File: config.mk
export PLATFORM = sky130hd
export DESIGN_NAME = or_reduce_pipe_v
export DESIGN_NICKNAME = d
export VERILOG_FILES = /design/src/rtl/or_reduce_pipe_v.sv
export SDC_FILE = /design/constraint.sdc
export NUM_CORES = 1
export LEC_CHECK = 0
export CAP_MARGIN = 20
export CELL_PAD_IN_SITES_DETAIL_PLACEMENT = 2
export CELL_PAD_IN_SITES_GLOBAL_PLACEMENT = 2
export CORE_MARGIN = 5
export CORE_UTILIZATION = 30
export DETAILED_ROUTE_END_ITERATION = 16
export HOLD_SLACK_MARGIN = 0.1
export PLACE_DENSITY = 0.88
export SYNTH_ARGS = -nofsm -noshare
export SYNTH_HDL_FRONTEND = slang
export SYNTH_SLANG_ARGS = --single-unit
File: constraint.sdc
create_clock -name i_clk -period 4.4 [get_ports i_clk]
set_input_delay 1.1 -clock i_clk [delete_from_list [all_inputs] [get_ports i_clk]]
set_output_delay 1.1 -clock i_clk [all_outputs]
set_load 0.02 [all_outputs]
File: src/rtl/or_reduce_pipe_v.sv
// Pipelined multi-channel OR-reduction with OR / NOR / sticky-accumulate modes.
// S1 registers the channel reduction and the beat's mode; S2 is the output
// register and owns the accumulator and the ACC beat counter.

// One bit lane of the reduction: OR of the same bit position across channels.
module or_reduce_pipe_v_lane #(
    parameter int NCH = 4
) (
    input  logic [NCH-1:0] i_bits,
    output logic           o_or
);
    assign o_or = |i_bits;
endmodule

module or_reduce_pipe_v #(
    parameter int WIDTH = 8,
    parameter int NCH   = 4
) (
    input  logic                 i_clk,
    input  logic                 i_rst_n,
    input  logic                 i_valid,
    output logic                 o_ready,
    input  logic [NCH*WIDTH-1:0] i_data,
    input  logic [1:0]           i_mode,
    input  logic                 i_clr,
    output logic                 o_valid,
    input  logic                 i_ready,
    output logic [WIDTH-1:0]     o_f,
    output logic                 o_any,
    output logic [7:0]           o_beats
);
    localparam logic [1:0] MODE_NOR = 2'b01;
    localparam logic [1:0] MODE_ACC = 2'b10;

    // Transposed view of i_data: w_lane_bits[b][k] is bit b of channel k.
    logic [WIDTH-1:0][NCH-1:0] w_lane_bits;
    logic [WIDTH-1:0]          w_red;

    for (genvar b = 0; b < WIDTH; b++) begin : g_lane
        for (genvar k = 0; k < NCH; k++) begin : g_ch
            assign w_lane_bits[b][k] = i_data[k*WIDTH+b];
        end
        or_reduce_pipe_v_lane #(.NCH(NCH)) u_lane (
            .i_bits (w_lane_bits[b]),
            .o_or   (w_red[b])
        );
    end

    logic             r_s1_valid;
    logic [WIDTH-1:0] r_s1_red;
    logic [1:0]       r_s1_mode;
    logic [WIDTH-1:0] r_acc;
    logic [7:0]       r_beats;
    logic             r_o_valid;
    logic [WIDTH-1:0] r_f;
    logic             r_any;

    logic             w_s2_adv;
    logic             w_s1_adv;
    logic             w_s2_load;
    logic             w_acc_load;
    logic [WIDTH-1:0] w_acc_base;
    logic [WIDTH-1:0] w_acc_n;
    logic [7:0]       w_beats_base;
    logic [7:0]       w_beats_n;
    logic [WIDTH-1:0] w_f_n;

    // Handshake: S2 frees up when empty or draining; S1 when empty or moving on.
    // o_ready is deliberately combinational from i_ready.
    assign w_s2_adv   = ~r_o_valid | i_ready;
    assign w_s1_adv   = ~r_s1_valid | w_s2_adv;
    assign o_ready    = w_s1_adv;
    assign w_s2_load  = w_s2_adv & r_s1_valid;
    assign w_acc_load = w_s2_load & (r_s1_mode == MODE_ACC);

    // Next result: a same-cycle clear is applied before the ACC beat merges in.
    always_comb begin
        w_acc_base   = i_clr ? '0 : r_acc;
        w_acc_n      = w_acc_base | r_s1_red;
        w_beats_base = i_clr ? 8'd0 : r_beats;
        w_beats_n    = (w_beats_base == 8'hFF) ? 8'hFF : w_beats_base + 8'd1;
        case (r_s1_mode)
            MODE_NOR: w_f_n = ~r_s1_red;
            MODE_ACC: w_f_n = w_acc_n;
            default:  w_f_n = r_s1_red;
        endcase
    end

    // S1: capture the reduced channels and the beat's mode on accept.
    always_ff @(posedge i_clk or negedge i_rst_n) begin
        if (!i_rst_n) begin
            r_s1_valid <= 1'b0;
            r_s1_red   <= '0;
            r_s1_mode  <= 2'b00;
        end else if (w_s1_adv) begin
            r_s1_valid <= i_valid;
            if (i_valid) begin
                r_s1_red  <= w_red;
                r_s1_mode <= i_mode;
            end
        end
    end

    // S2: output register, held stable while stalled by the consumer.
    always_ff @(posedge i_clk or negedge i_rst_n) begin
        if (!i_rst_n) begin
            r_o_valid <= 1'b0;
            r_f       <= '0;
            r_any     <= 1'b0;
        end else if (w_s2_adv) begin
            r_o_valid <= r_s1_valid;
            if (r_s1_valid) begin
                r_f   <= w_f_n;
                r_any <= |w_f_n;
            end
        end
    end

    // Sticky accumulator and ACC beat counter; OR/NOR beats leave them alone.
    always_ff @(posedge i_clk or negedge i_rst_n) begin
        if (!i_rst_n) begin
            r_acc   <= '0;
            r_beats <= 8'd0;
        end else if (w_acc_load) begin
            r_acc   <= w_acc_n;
            r_beats <= w_beats_n;
        end else if (i_clr) begin
            r_acc   <= '0;
            r_beats <= 8'd0;
        end
    end

    assign o_valid = r_o_valid;
    assign o_f     = r_f;
    assign o_any   = r_any;
    assign o_beats = r_beats;
endmodule

# Word level (Yosys, flattened, before mapping)
# Index checks and enable logic that the tools add are counted.
# Widths: inputs -> output; s select.
# totals
ff_bits,37
latchBits,0
mem_bits_rw,0
mem_bits_ro,0
input_bits,39
output_inout_bits,19
word_cells,37
memories,0
# classes
addsub,1
mul,0
div_mod_pow,0
order_cmp,0
eq_ne,3
shift,0
n_mux,6
bitwise_logic,8
n_reduce_logical,11
# op_table
operator,n
$mux 8,5
$reduce_or 4->1,8
$pmux 8 s2,1
$add 8x1->8 const B,1
$eq 8x8->1 const B,1
$not 8->8,1
$or 8x8->8,1
$reduce_or 8->1,1
$reduce_and 2->1,2
$and 1x1->1,2
$eq 2x1->1 const B,1
$eq 2x2->1 const B,1
$not 1->1,2
$or 1x1->1,2

# Longest topological paths before layout
# Gate-level depths: netlist of the first run.
# depth
depth_word,5
mapped_depth,9
ltp_nobuf,8

# By module
# A second synthesis of the first run with hierarchy kept.
# hier_totals
hier_cells,170
hier_area_um2,1844.3
# by_module_without_submodules
module,instances,cells_per_inst,area_per_inst_um2,seq_area_each_um2
or_reduce_pipe_v,1,162,1784.2,925.9
or_reduce_pipe_v_lane,8,1,7.5,0.0

# Worst setup path after synthesis of the first run
# Ideal clock, no wire load.
# synth_timing
kind,input to register
from,input port i_clr
to,"register r_beats[6], in the netlist o_beats[6]"
setup_time_ns,0.133
arrival_ns,2.432
setup_slack_ns,1.835
path_stages,9
path_buffers,1
cell_sequence,clkbuf_1 inv_1 nand2_1 inv_1 ha_1 nand4b_1 nor4_2 nor4b_1 nor3_1
# synth_via
elab_chain_cells,4
# synth_lines
item,line,text
start: declaration,25,"input logic i_clr,"
$mux 8 (*),-,
$add 8x1->8 or $eq 8x8->1 (tied branches),81,w_beats_n = (w_beats_base == 8'hFF) ? 8'hFF : w_beats_base + 8'd1;
$mux 8,81,
$mux 8 (*),124,end else if (w_acc_load) begin
end signal: assignment,126,r_beats <= w_beats_n;
end: declaration,53,logic [7:0] r_beats;
# Every way passes the cells marked *; elsewhere a longest branch is shown, timed or not.
# A chain may end at the register's enable or synchronous reset.

# Worst setup path after layout of the first run
# layout_timing
from,input port i_ready
to,output port o_ready
# layout_via
elab_chain_cells,2
# layout_lines
item,line,text
start: declaration,27,"input logic i_ready,"
$or 1x1->1,70,assign w_s2_adv = ~r_o_valid | i_ready;
$or 1x1->1,71,assign w_s1_adv = ~r_s1_valid | w_s2_adv;
end: declaration,22,"output logic o_ready,"
# Every way passes these cells.

==> metrics.txt, run 1 <==
GR Util met2 between 20 and 30%; Lkg Pwr 1.084 nW; CP Capture Type primary output; synth top area cells dfrtp_1, nand2_1, mux2_2; WL final 5364 um; sequential area share after synthesis 49.66%; antenna violations before repair 0; M1 GR Usage between 10% and 20%; crit start category primary input; Final Hold Violating Endpoints 0; H-tree levels 2; ANT nets after route 0; final setup violation count 0; Worst Path Max Fanout 3; die width ~89 um; Hold Path Stages 2; Synth Instances 178; clock-pin slew on the worst setup and hold paths 0.07 ns; die area 0.007891 mm2; HP Class flop to flop; Initial DRT Pass Iterations 4; Worst Setup Path Type primary input to primary output; count leader, synth dfrtp_1; pin count of the biggest net entering global routing 38; FMAX roughly 290 MHz; DR vias 1642; post-synth top area cell dfrtp_1; top_reg_cell synth dfrtp_1; Port-buffer cells 57; Avg Inst Size Synth 10.47 um2; # DRC 0; Design Power 0.9678 mW; Synth top area share 49.66%; num ports 58; Row Count 28; PostCTS Resize Cnt 0; CTS sink count 37; gp weighted congestion between 0.7 and 0.8; async set or reset register ratio after synthesis 100.0%; status finished clean; crit path time final 3.463 ns; Slew headroom 51.47%; GRT Resource Usage Total 14.80%; Clock Skew 0.007618 ns; synth warn 0; first-pass GRT wire length around 8900 um; grt ovf 0; Max VDD drop 0.1596 mV; CTS max path bufs 2; Yosys cell types 42; synth cell count leaders dfrtp_1, nand2_1, o21ai_0, nor4_1, a22o_1; Req. time, crit path 3.30 ns; cell area after layout 0.002591 mm2; final critical-path share of the clock period 78.70%; Post-layout nets 279; Synth Cell Area around 0.0019 mm2; wire length per cell 17.14 um; RSZ-0062 raised after global routing false; final setup margin 0.9371 ns; Skew-Pair Late Insertion Delay around 0.29 ns; Max-cap violations 0; P&R area growth vs syn 38.99%; postcts setup bufs 0; Place WS 0.9281 ns; Starting Density 31.12%; pwr dens 373.5 mW/mm2; DRT iter0 DRCs 77; Tightest Pin Transition roughly 0.72 ns; Post-synth EDFFs 0; synthesized flop and latch total 37; Slew Viols, Final 0; GR met3 Demand/Resource between 4 and 5%; vias in the first global route 1896; number of fill cells approximately 630; vias per inst between 5 and 6; cell depth of the worst flop-to-flop path 6; clk root buf clkbuf_8; DIE HEIGHT 88.83 um; core box area between 0.005 and 0.006 mm2; CTS tree yes; Post-Route Setup TNS 0 ns; antenna cells 0; Synth Net Count 220; detailed placement HPWL 4070 um; GRT busiest layer met2; Placement Cell Area between 0.002 and 0.003 mm2; Hold-fix buffers, CTS 0; Worst EP arrival 2.36 ns; layout cells sized above 1 about a tenth; number of CTS-inserted buffers 5
==> metrics by stage <==
stage          std cells  utilization [%]  hold slack, ns
2_1_floorplan        178                -          0.4705
3_3_place_gp         305            41.88          0.4702
3_5_place_dp         305            41.88          0.4804
4_1_cts              313            43.25          0.5094
5_1_grt              313            43.25          0.5172
6_report             313            43.25          0.5053
==> cell families after synthesis <==
kind of cell | synth area share [%]
compound gates | 14.63
xor+xnor | 0.4699
fa+ha+maj | 2.014
buf+inv | 3.624
flops | 49.66
mux | 5.302
simple gates | 24.30
==> flip-flops by register name, summed over array words and instances, names as in the netlist <==
name,flops
o_f,8
o_valid,1
r_s1_mode,2
r_acc,8
r_s1_red,8
r_s1_valid,1
o_any,1
o_beats,8
==> cell type report <==
type	count	area (um2)	area share, %
clock buffers	6	72.57	2.801
clock inverters	2	10.01	0.3863
inverters	8	32.53	1.255
multi-input cells	126	870.8	33.61
flip-flops and latches	37	925.9	35.73
well taps	75	93.84	3.621
repair buffers	59	585.6	22.60
==> path summary, 6_finish.rpt <==
kind                                    from         end  slack, ns
worst max-delay path                 i_ready     o_ready       0.94
min in group asynchronous            i_rst_n  o_beats[6]       1.24
worst min register to register        o_f[0]      o_f[0]       0.51
worst min-delay path                  o_f[0]      o_f[0]       0.51
max in group asynchronous            i_rst_n  o_beats[1]       2.82
worst max register to register  r_s1_mode[0]       o_any       2.02
==> layout by cell type (no fill, tap or decap), types with 3 or more instances in the layout <==
cell type / Yosys / routed
o21ai_0: 14 / 14
inv_1: 6 / 6
nand3_1: 4 / 4
nor2b_1: 4 / 4
ha_1: 3 / 3
dfrtp_1: 37 / 37
a21oi_1: 5 / 5
and4bb_2: 3 / 3
nor3b_1: 7 / 7
a211o_1: 5 / 5
mux2_2: 7 / 7
a22o_1: 8 / 8
clkdlybuf4s50_1: 0 / 57
nand2_1: 22 / 22
nand3b_1: 4 / 4
clkbuf_8: 0 / 5
nor4_1: 9 / 9
nand2b_1: 4 / 4
==> worst max-delay path, stage by stage <==
cell and delay, ns:
clkdlybuf4s50_1 0.49, nand3b_1 0.15, clkdlybuf4s50_1 0.62
==> per-layer routing <==
| metal | vias to the layer above | part of all wire (%) |
|---|---|---|
| met2 | 45 | 52 |
| li1 | 775 | - |
| met1 | 818 | 42 |
| met3 | 4 | 5.7 |
| met4 | 0 | 0.58 |
| met5 | - | 0 |
==> power by group <==
part           switching, mW  total (mW)  leakage, nW  internal (mW)
clock                  0.128       0.238       0.0450          0.110
sequential            0.0368       0.429        0.459          0.392
combinational          0.149       0.301        0.580          0.152
Power figures use the tool's default switching activity.
==> run 2: changes to the inputs <==
--- a/config.mk
+++ b/config.mk
@@ -9,10 +9,10 @@
 export CELL_PAD_IN_SITES_DETAIL_PLACEMENT = 2
 export CELL_PAD_IN_SITES_GLOBAL_PLACEMENT = 2
 export CORE_MARGIN = 5
-export CORE_UTILIZATION = 30
+export CORE_UTILIZATION = 28
 export DETAILED_ROUTE_END_ITERATION = 16
 export HOLD_SLACK_MARGIN = 0.1
-export PLACE_DENSITY = 0.88
+export PLACE_DENSITY = 0.84
 export SYNTH_ARGS = -nofsm -noshare
 export SYNTH_HDL_FRONTEND = slang
 export SYNTH_SLANG_ARGS = --single-unit
==> constraint.sdc (replaced) <==
create_clock -name i_clk -period 3.2 [get_ports i_clk]
set_input_delay 0.8 -clock i_clk [delete_from_list [all_inputs] [get_ports i_clk]]
set_output_delay 0.8 -clock i_clk [all_outputs]
set_load 0.02 [all_outputs]
==> metrics.txt, run 2 (synthesis gave the netlist of run 1 again) <==
DRT iter0 DRCs 57; DR vias between 1500 and 2000; CTS tree yes; Worst Setup Path Type primary input to primary output; Clock Skew approximately 0.007 ns; cell depth of the worst flop-to-flop path 6; Reg power frac 43.0%; core box area ~0.0064 mm2; Post-Route Setup TNS 0 ns; Sw Share 31.00%; Slew headroom 61.67%; PostCTS Resize Cnt 0; final critical-path share of the clock period 89.48%; Worst EP arrival 2.06 ns; Post-layout nets 282; layout cells sized above 1 11.62%; CP Capture Type primary output; GRT Resource Usage Total approximately 14%; RSZ-0062 raised after global routing false; CTS sink count 37; Skew-Pair Late Insertion Delay 0.29 ns; die area between 0.008 and 0.009 mm2; commonest non-fill, non-tap cells in the layout clkdlybuf4s50_1, dfrtp_1, nand2_1, o21ai_0, nor4_1; crit start category primary input; vias in the first global route about 1900; crit path time final ~2.9 ns; H-tree levels 2; Tightest Pin Transition 0.5731 ns; gp weighted congestion 0.8071; final setup violation count 0; clk root buf clkbuf_8; pin count of the biggest net entering global routing 38; wire length per cell roughly 17 um; ANT nets after route 0; reg2reg setup slack slightly above 0.8 ns; antenna cells 0; Psw 0.4244 mW; Starting Density 29.03%; P&R area growth vs syn 41.34%; FMAX 349.2 MHz; DIE HEIGHT 91.60 um; Final Hold Violating Endpoints 0; WL final about 5500 um; status finished clean; first-pass GRT wire length about 9500 um; Hold-fix buffers, CTS 0; antenna violations before repair 0; hold_ws 0.4906 ns; Initial DRT Pass Iterations 4; Comb pwr share 30.4%; Req. time, crit path 2.40 ns; # DRC 0; grt ovf 0; number of CTS-inserted buffers 5; HP Class flop to flop; Port-buffer cells between 50 and 60; Placement Cell Area 0.002534 mm2; internal portion of total power 0.9448 mW; cell area after layout 0.002635 mm2; Worst Path Max Fanout 3; Row Count 29; postcts setup bufs 0; worst r2r dst o_any; most common library cell in the layout ignoring fill and taps clkdlybuf4s50_1; vias per inst 5.343; Hold Crit Endpoint o_f[5]; CTS max path bufs 2; hold path start o_f[5]; Hold Path Stages 2; Reg-to-Reg Start r_s1_mode[0]; number of fill cells just under 700; clock-pin slew on the worst setup and hold paths 0.07 ns; detailed placement HPWL 4120 um; Slew Viols, Final 0; die width 91.60 um; num ports 58; Max VDD drop ~0.21 mV; clock share of power 26.6%; Max-cap violations 0; pwr dens 519.6 mW/mm2; Lkg Pwr 1.109 nW
run 2: cell types whose count changed in the layout (fill, tap and decap cells not counted), sizes merged:
cell	change
clkbuf	+1
buf	+3
clkinv	-1
run 2: layout make-up:
class	instances	area [um2]	share of cell area (%)
inverters	8	32.53	1.235
multi-input cells	126	870.8	33.05
clock buffers	7	96.34	3.656
repair buffers	62	608.1	23.08
clock inverters	1	5.005	0.1899
well taps	77	96.34	3.656
flip-flops and latches	37	925.9	35.14
run 2: critical path, stage by stage:
cell and delay [ns]:
clkdlybuf4s50_1 0.48, nand3b_1 0.15, clkdlybuf4s50_1 0.63
run 2: power groups by stage:
stage                     sequential (mW)  combinational, mW  clock, mW
after floorplan                     0.639              0.175          0
after global placement              0.596              0.412          0
after detailed placement            0.599              0.420          0
after CTS                           0.590              0.425      0.379
after global routing                0.598              0.455      0.401
final                               0.589              0.416      0.364
run 2: worst max-delay path by stage:
stage	from	endpoint	cells past startpoint
after detailed placement	i_clr	o_beats[6]	9
after global placement	i_clr	o_beats[6]	9
after global routing	i_clr	o_beats[6]	9
after floorplan	i_clr	o_beats[6]	9
after CTS	i_ready	o_ready	3
final	i_ready	o_ready	3
run 2: metal layers:
layer | vias to the layer above | GRT usage [%] | wire length, um
met5 | - | 0 | 0
met4 | 0 | 3.392 | 60
met3 | 6 | 3.636 | 296
met2 | 48 | 25.38 | 2815
met1 | 861 | 16.21 | 2333
li1 | 784 | - | -
run 2: metrics by stage:
| step | worst slack (ns) | power [mW] | std cells | util (%) |
|---|---|---|---|---|
| 2_1_floorplan | 0.9348 | 0.8141 | 178 | - |
| 3_3_place_gp | 0.3139 | 1.008 | 310 | 39.45 |
| 3_5_place_dp | 0.1667 | 1.019 | 310 | 39.45 |
| 4_1_cts | 0.3163 | 1.395 | 318 | 41.03 |
| 5_1_grt | 0.2603 | 1.454 | 318 | 41.03 |
| 6_report | 0.3366 | 1.369 | 318 | 41.03 |
